===== config.mk =====
export PLATFORM = sky130hd
export DESIGN_NAME = riscv_muldiv
export DESIGN_NICKNAME = d
export VERILOG_FILES = /design/src/rtl/riscv_muldiv.sv
export SDC_FILE = /design/constraint.sdc
export NUM_CORES = 1
export LEC_CHECK = 0
export CORE_ASPECT_RATIO = 1.25
export CORE_MARGIN = 5
export CORE_UTILIZATION = 50
export CTS_CLUSTER_SIZE = 12
export DETAILED_ROUTE_END_ITERATION = 6
export GPL_TIMING_DRIVEN = 0
export PLACE_DENSITY = 0.69
export SKIP_CTS_REPAIR_TIMING = 1
export SYNTH_ARGS = -nofsm -noshare
export SYNTH_HDL_FRONTEND = slang
export SYNTH_SLANG_ARGS = --single-unit

===== constraint.sdc =====
create_clock -name clk -period 9.2 [get_ports clk]
set_input_delay 1.84 -clock clk [delete_from_list [all_inputs] [get_ports clk]]
set_output_delay 1.84 -clock clk [all_outputs]
set_load 0.005 [all_outputs]

===== src/rtl/riscv_muldiv.sv =====
// Iterative RV32M multiply/divide unit.
// Multiply: radix-2 shift-add on operand magnitudes, sign applied at the end.
// Divide: restoring shift-subtract on magnitudes, signs applied at the end.
// One result bit per cycle. Divide-by-zero and signed overflow finish in one cycle.
module riscv_muldiv #(
    parameter int XLEN = 32
) (
    input  logic            clk,
    input  logic            reset,
    input  logic            start,
    input  logic            kill,
    input  logic [2:0]      funct3,
    input  logic [XLEN-1:0] a,
    input  logic [XLEN-1:0] b,
    output logic            busy,
    output logic            done,
    output logic [XLEN-1:0] result
);

    localparam int CW = $clog2(XLEN);
    localparam logic [CW-1:0] CNT_LAST = CW'(XLEN - 1);
    localparam logic [CW-1:0] CNT_ONE  = {{(CW-1){1'b0}}, 1'b1};
    localparam logic [XLEN-1:0] ZEROS  = {XLEN{1'b0}};
    localparam logic [XLEN-1:0] ONES   = {XLEN{1'b1}};
    localparam logic [XLEN-1:0] MIN_NEG = {1'b1, {(XLEN-1){1'b0}}};

    typedef enum logic [1:0] {
        ST_IDLE = 2'd0,
        ST_BUSY = 2'd1,
        ST_DONE = 2'd2
    } state_t;

    // Two's-complement negation at operand width
    function automatic logic [XLEN-1:0] neg_x(input logic [XLEN-1:0] v);
        return ~v + {{(XLEN-1){1'b0}}, 1'b1};
    endfunction

    // Two's-complement negation at double (accumulator) width
    function automatic logic [2*XLEN-1:0] neg_2x(input logic [2*XLEN-1:0] v);
        return ~v + {{(2*XLEN-1){1'b0}}, 1'b1};
    endfunction

    state_t state_r, state_next_s;

    logic [CW-1:0]     cnt_r;
    logic [2:0]        op_r;
    logic              neg_r;
    logic [XLEN-1:0]   mcand_r;
    logic [2*XLEN-1:0] acc_r;
    logic [XLEN-1:0]   result_r;

    logic              accept_s;
    logic              last_s;
    logic              a_signed_s;
    logic              b_signed_s;
    logic              a_neg_s;
    logic              b_neg_s;
    logic              sign_flag_s;
    logic [XLEN-1:0]   abs_a_s;
    logic [XLEN-1:0]   abs_b_s;
    logic              special_s;
    logic [XLEN-1:0]   special_val_s;

    logic [XLEN:0]     sum_s;
    logic [2*XLEN-1:0] mul_next_s;
    logic [XLEN:0]     cand_s;
    logic [XLEN:0]     diff_s;
    logic              qbit_s;
    logic [2*XLEN-1:0] div_next_s;
    logic [2*XLEN-1:0] acc_next_s;
    logic [2*XLEN-1:0] prod_s;
    logic [XLEN-1:0]   div_raw_s;
    logic [XLEN-1:0]   final_s;

    assign accept_s = start & ~kill & (state_r != ST_BUSY);
    assign last_s   = (cnt_r == CNT_LAST);

    // Operand decode at accept: signedness, magnitudes, sign flag, special cases
    always_comb begin
        a_signed_s    = 1'b0;
        b_signed_s    = 1'b0;
        special_val_s = ZEROS;
        case (funct3)
            3'b001: begin a_signed_s = 1'b1; b_signed_s = 1'b1; end
            3'b010: begin a_signed_s = 1'b1; b_signed_s = 1'b0; end
            3'b100: begin a_signed_s = 1'b1; b_signed_s = 1'b1; end
            3'b110: begin a_signed_s = 1'b1; b_signed_s = 1'b1; end
            default: begin a_signed_s = 1'b0; b_signed_s = 1'b0; end
        endcase
        a_neg_s = a_signed_s & a[XLEN-1];
        b_neg_s = b_signed_s & b[XLEN-1];
        abs_a_s = a_neg_s ? neg_x(a) : a;
        abs_b_s = b_neg_s ? neg_x(b) : b;
        // Remainder follows the dividend; every other op follows the product sign
        if (funct3[2:1] == 2'b11) begin
            sign_flag_s = a_neg_s;
        end else begin
            sign_flag_s = a_neg_s ^ b_neg_s;
        end
        if (funct3[2] && (b == ZEROS)) begin
            special_s     = 1'b1;
            special_val_s = funct3[1] ? a : ONES;
        end else if (funct3[2] && !funct3[0] && (a == MIN_NEG) && (b == ONES)) begin
            special_s     = 1'b1;
            special_val_s = funct3[1] ? ZEROS : a;
        end else begin
            special_s     = 1'b0;
            special_val_s = ZEROS;
        end
    end

    // One iteration step of shift-add and restoring divide, plus final fix-up
    always_comb begin
        sum_s      = {1'b0, acc_r[2*XLEN-1:XLEN]} + {1'b0, (acc_r[0] ? mcand_r : ZEROS)};
        mul_next_s = {sum_s, acc_r[XLEN-1:1]};
        cand_s     = acc_r[2*XLEN-1:XLEN-1];
        diff_s     = cand_s - {1'b0, mcand_r};
        qbit_s     = ~diff_s[XLEN];
        div_next_s = {(qbit_s ? diff_s[XLEN-1:0] : cand_s[XLEN-1:0]), acc_r[XLEN-2:0], qbit_s};
        acc_next_s = op_r[2] ? div_next_s : mul_next_s;
        prod_s     = neg_r ? neg_2x(mul_next_s) : mul_next_s;
        div_raw_s  = op_r[1] ? div_next_s[2*XLEN-1:XLEN] : div_next_s[XLEN-1:0];
        if (op_r[2]) begin
            final_s = neg_r ? neg_x(div_raw_s) : div_raw_s;
        end else if (op_r[1:0] == 2'b00) begin
            final_s = prod_s[XLEN-1:0];
        end else begin
            final_s = prod_s[2*XLEN-1:XLEN];
        end
    end

    // Next-state logic: kill aborts iteration, special cases skip straight to DONE
    always_comb begin
        state_next_s = state_r;
        case (state_r)
            ST_IDLE, ST_DONE: begin
                if (accept_s) begin
                    state_next_s = special_s ? ST_DONE : ST_BUSY;
                end else begin
                    state_next_s = ST_IDLE;
                end
            end
            ST_BUSY: begin
                if (kill) begin
                    state_next_s = ST_IDLE;
                end else if (last_s) begin
                    state_next_s = ST_DONE;
                end else begin
                    state_next_s = ST_BUSY;
                end
            end
            default: state_next_s = ST_IDLE;
        endcase
    end

    // State register
    always_ff @(posedge clk or posedge reset) begin
        if (reset) begin
            state_r <= ST_IDLE;
        end else begin
            state_r <= state_next_s;
        end
    end

    // Datapath: operand capture on accept, one step per BUSY cycle, result load
    always_ff @(posedge clk or posedge reset) begin
        if (reset) begin
            cnt_r    <= {CW{1'b0}};
            op_r     <= 3'b000;
            neg_r    <= 1'b0;
            mcand_r  <= ZEROS;
            acc_r    <= {2*XLEN{1'b0}};
            result_r <= ZEROS;
        end else if (accept_s) begin
            cnt_r   <= {CW{1'b0}};
            op_r    <= funct3;
            neg_r   <= sign_flag_s;
            mcand_r <= abs_b_s;
            acc_r   <= {ZEROS, abs_a_s};
            if (special_s) begin
                result_r <= special_val_s;
            end
        end else if ((state_r == ST_BUSY) && !kill) begin
            acc_r <= acc_next_s;
            cnt_r <= cnt_r + CNT_ONE;
            if (last_s) begin
                result_r <= final_s;
            end
        end
    end

    assign busy   = (state_r == ST_BUSY);
    assign done   = (state_r == ST_DONE);
    assign result = result_r;

endmodule


; ---- After elaboration in Yosys (flattened, before gate mapping)
; Cells that the tools add are included.
[totals]
ff_bits = 139
input_bits = 71
output_inout_bits = 34
wordCells = 85
[classes]
addsub = 7
eq_ne = 12
mux = 32
bitwise = 11
n_reduce_logical = 16
[ops]
columns = op, n
row1 = 2-to-1 mux 32 bit, 16
row2 = 2-to-1 mux 64 bit, 4
row3 = "adder 32 x 1 -> 32 bit, second input constant", 3
row4 = NOT 32 bit, 3
row5 = "adder 64 x 1 -> 64 bit, second input constant", 1
row6 = "== test 32 bit, second input constant", 2
row7 = NOT 64 bit, 1
row8 = adder 32 x 32 -> 33 bit, 1
row9 = subtractor 33 x 32 -> 33 bit, 1
row10 = logical NOT 32 bit, 1
row11 = 2-to-1 mux 5 bit, 2
row12 = 2-to-1 mux 2 bit, 4
row13 = "== test 3 bit, second input constant", 2
row14 = "adder 5 x 1 -> 5 bit, second input constant", 1
row15 = "== test 5 bit, second input constant", 1
row16 = logical AND 1 bit, 5
row17 = 2-to-1 mux 1 bit, 5
row18 = AND 1 bit, 4
row19 = "== test 2 bit, second input constant", 2
row20 = logical NOT 2 bit, 2
row21 = "!= test 2 x 1 -> 1 bit, second input constant", 2
row22 = one-hot mux 2 bit (2 select lines), 1
row23 = nonzero test 2 bit, 2
row24 = OR reduction 4 bit, 1
row25 = other kinds (9), 11

; ---- Depth between registers and ports, before layout
; Gate-level depths: netlist (run 1).
[depth]
depth_word = 10
mapped_depth = 27
depth_no_buf = 22

; ---- Worst setup path before layout (run 1)
; No wires, ideal clock.
[synth_path]
path_kind = register to register
start = reg acc_r[31]
end = reg result_r[28] (netlist: result[28])
setup_time_ns = 0.126
arrival_ns = 6.299
required_time_ns = 9.074
slack_ns = 2.775
stages_incl_launch_ff = 28
path_buffers = 6
synth_period_minus_slack_ns = 6.425
path_cell_list = dfrtp_1 > inv_1 > ha_1 > inv_1 > fa_1 > a211oi_1 > o21ai_2 > o311ai_4 > a2111oi_4 > o21ai_2 > buf_6 > buf_6 > xnor2_1 > buf_1 > buf_4 > buf_1 > nor3_1 > a21oi_1 > ha_1 > o21ai_0 > a2111oi_1 > nand4_1 > or4_1 > buf_2 > o41ai_2 > xor2_1 > nor2_1 > o32a_1
[synth_between]
elab_chain_len = 10
word_cells_on_any_way = 15
cone_classes = add/sub: 3 / mux: 9 / bitwise: 3
[synth_lines]
columns = element, line
row1 = start: declaration, 49  ; logic [2*XLEN-1:0] acc_r;
row2 = start signal: assignment, 172  ; acc_r <= {2*XLEN{1'b0}};
row3 = start signal: assignment, 179  ; acc_r <= {ZEROS, abs_a_s};
row4 = start signal: assignment, 184  ; acc_r <= acc_next_s;
row5 = subtractor 33 x 32 -> 33 bit, 117  ; diff_s = cand_s - {1'b0, mcand_r};
row6 = 2-to-1 mux 32 bit / NOT 1 bit (equally long branches), "119, 118"
row7 = 2-to-1 mux 32 bit, 122  ; div_raw_s = op_r[1] ? div_next_s[2*XLEN-1:XLEN] : div_next_s[XLEN-1:0];
row8 = NOT 32 bit, 35  ; return ~v + {{(XLEN-1){1'b0}}, 1'b1};
row9 = adder 32 x 1 -> 32 bit, 35
row10 = 2-to-1 mux 32 bit, 124  ; final_s = neg_r ? neg_x(div_raw_s) : div_raw_s;
row11 = 2-to-1 mux 32 bit (*), 123  ; if (op_r[2]) begin
row12 = 2-to-1 mux 32 bit (*), 186  ; if (last_s) begin
row13 = 2-to-1 mux 32 bit (*), 183  ; end else if ((state_r == ST_BUSY) && !kill) begin
row14 = 2-to-1 mux 32 bit (*), 174  ; end else if (accept_s) begin
row15 = end signal: assignment, 181  ; result_r <= special_val_s;
row16 = end signal: assignment, 187  ; result_r <= final_s;
row17 = end: declaration, 50  ; logic [XLEN-1:0] result_r;
; Mark *: on every way between the ends. The rest lies on a longest branch, timed or not. The select of a mux whose other input is x is not followed.
; A chain may end at the register's enable or synchronous reset.

; ---- Worst setup path after layout (run 1)
; Ends and elaborated chain as after synthesis.

==> results.toml, run 1 <==
[setup_path]
critPathMaxStageDelay_ns = 0.64
endpoint_kind = "flip-flop"
cp-start-kind = "flip-flop"
cp.required_ns = 9.53
crit_arrival_ns = 9.25
worstSetupPathType = "flip-flop to flip-flop"
cp_max_fo = 10
slowest_stage = "or4_1"

[synthesis]
synth_cells = 2211
synth_area_leader_cell = "dfrtp_1"
ys_ff_latch = 139
synth_area_leaders = "dfrtp_1 22%, o21ai_0 7.6%, xnor2_1 6.7%, nand2_1 6.6%, a21oi_1 5.8%"
synth_flop_cell = "dfrtp_1"
synthesis.nets = 2355
synth_edf_count = 0
syn-cell-area_um2 = 16000
yosysSeqAreaShare_pct = 21.7
ys_async_sr_fraction_pct = 100
yosysUniqueCellTypes = 91
synth_warnings = 0
yosysTopAreaCellShare_pct = 21.7
avgSynthCellArea_um2 = 7.24

[place]
gp_congestion = 1.01
hpwl_mm = 55.0
placed_cell_area_um2 = 17600
dp_cells = 2728
io_buffers = 104

[sta]
final-setup-viol-count = 0
final.setup.tns_ns = 0
relSlewSlack_pct = 8.20
fin_crit_sh_pct = 96.9
hold_viol = 0
worst_slew_pin_slew_ns = 1.38
holdWs_ns = 0.482
rsz0062_at_grt = "false"
fin_skew_ns = 0.0120
finalMaxSlewViolations = 0
fin_crit_ns = 8.92
max_freq_ghz = 0.112

[finish]
nets = 2479
fin_cells = 2761
fillCellCount = 3136
stdcell_area_um2 = 18200
area_growth_pct = 13.8
drive_gt1_share_pct = 4.26

[global_routing]
grt_pass1_vias = 17100
antenna_found_initial = 0
grt_use_total_pct = 37.3
globalRouteOverflowTotal = 0
grt_first_pass_wirelength_mm = 102
grt_max_degree = 83

[routing]
drt-total-wl_mm = 68.8
dr.first_iter.drc_count = 1986
drc = 2
ant_nets = 0
first_pass_iters = 7
vias_per_cell = 6.44
routedWlPerCell_um = 24.9
dr_total_vias = 17800

[die]
core_um2 = 31700
die-width_um = 170
row_count = 73
start_util_pct = 50.5
die-height_um = 210
dieArea_um2 = 35700
ios = 105

[run_status]
violations = "design-rule violations"
status = "finished with violations"

[cts]
cts_tree = "built"
clk_latency_ns = 0.45
htreeDepth = 4
cts_buffer_depth = 2
cts.clk_slew.worst_paths_ns = 0.06
cts_made_buffers = 17
cts_sinks = 139
cts-root-buf = "clkbuf_16"

[pwr]
power_density_nw_per_um2 = 243
irDropWorstVdd_mv = 0.143
leakagePower_uw = 0.00748
p_total_uw = 4430

[job]
maxCapViolCount = 0

[hold_path]
min_path_type = "flip-flop to flip-flop"
power breakdown:
part	total, µW	internal, µW	leakage (µW)	switching, µW
Clock	747	453	0.000301	293
Sequential	888	727	0.00184	161
Combinational	2790	963	0.00534	1830
Total	4430	2140	0.00748	2290
registers in the layout, indices dropped and copies added (netlist names):
register and flops:
mcand_r 32, cnt_r 5, op_r 3, result 32, neg_r 1, state_r 2, acc_r 64
per-layer routing:
metal | global-route usage (%) | up-vias | share of wire [%]
met2 | 62.6 | 908 | 47
met1 | 44.6 | 8411 | 39
met3 | 4.88 | 231 | 6.9
li1 | - | 8224 | -
met4 | 24.0 | 0 | 7.1
met5 | 0 | - | 0
worst max-delay path, delay by kind of cell, from the launching register on:
family | cells | cell delay [ns]
compound gates | 10 | 3.16
xor+xnor | 2 | 0.45
fa+ha+maj | 3 | 0.94
buf+inv | 8 | 2.49
flops | 1 | 0.48
simple gates | 4 | 1.23
layout by cell type (no fill, tap or decap), drive strengths merged, types with 39 or more instances in the layout:
cell type and instances:
a21oi 186, and2 46, clkbuf 127, clkdlybuf4s50 104
dfrtp 139, ha 71, inv 77, mux2i 60
nand2 283, nand3 39, nor2 195, nor3 54
o21ai 250, xnor2 122, xor2 70
logic make-up after synthesis:
logic type,share of synthesized area [%]
buffers and inverters,5.73
xor gates and xnor gates,10.5
muxes,4.52
DFF,21.7
AOI/OAI and AO/OA,28.1
adders and majority gates,5.80
and+or+nand+nor,23.6
cell type report:
type,instances,area [µm²],area share [%]
Timing Repair Buffer,105,1070,5.86
Sequential cell,139,3480,19.1
Clock buffer,21,480,2.64
Multi-Input combinational cell,1850,11600,63.7
Clock inverter,11,141,0.776
Inverter,78,298,1.63
Buffer,144,626,3.43
Antenna cell,1,2.50,0.0137
Tap cell,412,515,2.83
synthesized netlist by cell type (all sizes together) (27+ instances only):
cell type	instances
a21oi	186
nand3	39
mux2i	60
nand4	30
inv	77
a21o	33
buf	37
or3	27
and2	46
nor3	54
nand2	283
clkbuf	106
dfrtp	139
xnor2	122
xor2	70
o211ai	35
ha	71
o21ai	250
nor2	195
o31ai	38
stage by stage:
step / utilization [%] / setup slack (ns)
3_5_place_dp: 55.5 / 0.543
4_1_cts: 57.5 / 0.484
6_report: 57.5 / 0.283
3_3_place_gp: 55.4 / 0.473
5_1_grt: 57.5 / 0.122
2_1_floorplan: - / 2.78
path summary, 6_finish.rpt:
kind	start	end	slack [ns]	depth (start not counted)
setup / recovery	acc_r[31]	result[28]	0.28	27
min in group asynchronous	reset	acc_r[5]	1.83	2
hold / removal	result[20]	result[20]	0.48	2
max in group asynchronous	reset	acc_r[56]	6.52	3
setup reg to reg	acc_r[31]	result[28]	0.28	27
hold reg to reg	result[20]	result[20]	0.48	2
(Power assumes the default switching activity.)
==> run 2: changes to the inputs <==
--- a/config.mk
+++ b/config.mk
@@ -10,8 +10,9 @@
 export CORE_UTILIZATION = 50
 export CTS_CLUSTER_SIZE = 12
 export DETAILED_ROUTE_END_ITERATION = 6
+export DONT_BUFFER_PORTS = 1
 export GPL_TIMING_DRIVEN = 0
-export PLACE_DENSITY = 0.69
+export SETUP_SLACK_MARGIN = 0.2
 export SKIP_CTS_REPAIR_TIMING = 1
 export SYNTH_ARGS = -nofsm -noshare
 export SYNTH_HDL_FRONTEND = slang
==> run 2 against run 1 <==
The run now ends clean. Routed wire length shrank 2.7%. Clock-buffer cell count is the same. Clock power shrank 3.2%. Power shrank 2.1%. Hold slack gained 0.033 ns. Largest power group unchanged.
==> results.toml, run 2 (synthesis results as in run 1) <==
[finish]
fillCellCount = 3147
fin_cells = 2656
regMostFlops = "acc_r"
area_growth_pct = 7.17
num_antenna_cells = 0
drive_gt1_share_pct = 4.55
nets = 2375
largest_reg_flops = 64
fin_util_pct = 54.2
final_cell_mix = "283 x nand2_1, 242 x o21ai_0, 195 x nor2_1"
stdcell_area_um2 = 17200
final_common_cell = "nand2_1"

[routing]
routedWlPerCell_um = 25.2
dr.first_iter.drc_count = 1626
drc = 0
ant_nets = 0
first_pass_iters = 6
vias_per_cell = 6.44
drt-total-wl_mm = 66.9
dr_total_vias = 17100

[sta]
max_freq_ghz = 0.115
final.setup.tns_ns = 0
fin_skew_ns = 0.00869
worst_slew_pin_slew_ns = 1.36
fin_crit_sh_pct = 94.7
finalMaxSlewViolations = 0
hold_viol = 0
final-setup-viol-count = 0
rsz0062_at_grt = "false"
relSlewSlack_pct = 9.54
fin_crit_ns = 8.72

[cts]
cts-root-buf = "clkbuf_16"
cts.clk_slew.worst_paths_ns = 0.06
htreeDepth = 4
cts_sinks = 139
cts_tree = "built"
cts_buffer_depth = 2
clk_latency_ns = 0.46
cts_made_buffers = 17

[place]
hpwl_mm = 54.1
io_buffers = 0
dp_cells = 2625
placed_cell_area_um2 = 16600
gp_congestion = 1.01

[global_routing]
grt_max_degree = 73
globalRouteOverflowTotal = 0
grt_first_pass_wirelength_mm = 100
grt_pass1_vias = 16600
antenna_found_initial = 0
grt_use_total_pct = 36.6

[pwr]
p_switching_uw = 2250
p_seq_share_pct = 20.5
irDropWorstVdd_mv = 0.130
intPower_uw = 2090
clkPwrFrac_pct = 16.7
power_frac_comb_pct = 62.8
netSwitchingFraction_pct = 51.8
leakagePower_uw = 0.00708
power_density_nw_per_um2 = 253

[setup_path]
endpoint_kind = "flip-flop"
r2r-end = "result[28]"
rr_startpoint = "acc_r[31]"
cp_max_fo = 10
cp.required_ns = 9.54
worstSetupPathType = "flip-flop to flip-flop"
cp-start-kind = "flip-flop"
cp-startpoint = "acc_r[31]"
reg2reg_slack_ns = 0.48
reg2reg_depth = 25
crit_arrival_ns = 9.05
setup.worst_path.end = "result[28]"

[run_status]
status = "finished, final reports clean"

[hold_path]
hp-start = "result[2]"
min_path_type = "flip-flop to flip-flop"

[job]
maxCapViolCount = 0

[die]
die-width_um = 170
row_count = 73
core_um2 = 31700
start_util_pct = 50.5
ios = 105
dieArea_um2 = 35700
die-height_um = 210
-- run 2: power groups by stage --
stage,Combinational [µW],Clock (µW),Sequential [µW]
after floorplan,1910,0,822
after global placement,2610,0,888
after detailed placement,2640,0,892
after CTS,2650,723,881
after global routing,2950,745,901
final,2720,723,889
-- run 2: per-stage QoR --
stage          hold slack [ns]  total power, µW  setup WS (ns)
2_1_floorplan            0.461             2730           2.78
3_3_place_gp             0.487             3500          0.223
3_5_place_dp             0.504             3540          0.250
4_1_cts                  0.512             4260          0.207
5_1_grt                  0.526             4590          0.251
6_report                 0.515             4340          0.485
-- run 2: worst min-delay path by stage --
stage | end | slack, ns | depth (start not counted)
6_report | result[2] | 0.51 | 2
5_1_grt | cnt_r[4] | 0.53 | 1
4_1_cts | state_r[0] | 0.51 | 1
3_5_place_dp | result[2] | 0.50 | 2
3_3_place_gp | state_r[0] | 0.49 | 1
2_1_floorplan | op_r[0] | 0.46 | 2
-- run 2: metal layers --
metal / vias up / part of all wire (%) / global-route usage (%)
met3: 202 / 7.7 / 5.44
met5: - / 0 / 0
met2: 803 / 47 / 61.7
li1: 7995 / - / -
met4: 0 / 6.1 / 19.8
met1: 8104 / 39 / 44.8
-- run 2: critical path, stage by stage (launching register included) --
cell	delay, ns
dfrtp_1	0.49
inv_1	0.38
ha_1	0.26
inv_1	0.06
fa_1	0.41
a211oi_1	0.31
o21ai_2	0.19
o311ai_4	0.47
a2111oi_4	0.17
o21ai_2	0.37
buf_6	0.21
xor2_1	0.83
clkbuf_1	0.65
mux2i_1	0.31
nor2_1	0.07
a21oi_1	0.19
ha_1	0.20
o21ai_0	0.09
a2111oi_1	0.61
nand4_1	0.42
or4_1	0.60
buf_2	0.19
o41ai_2	0.37
xor2_1	0.35
nor2_1	0.09
o32a_1	0.29
-- run 2: area by class of cell --
class	count	area (µm²)	share of cell area, %
flip-flops and latches	139	3480	20.3
multi-input cells	1850	11600	67.7
repair buffers	2	32.5	0.190
plain buffers	143	623	3.63
inverters	78	298	1.73
clock inverters	11	118	0.685
clock buffers	21	480	2.80
well taps	412	515	3.00
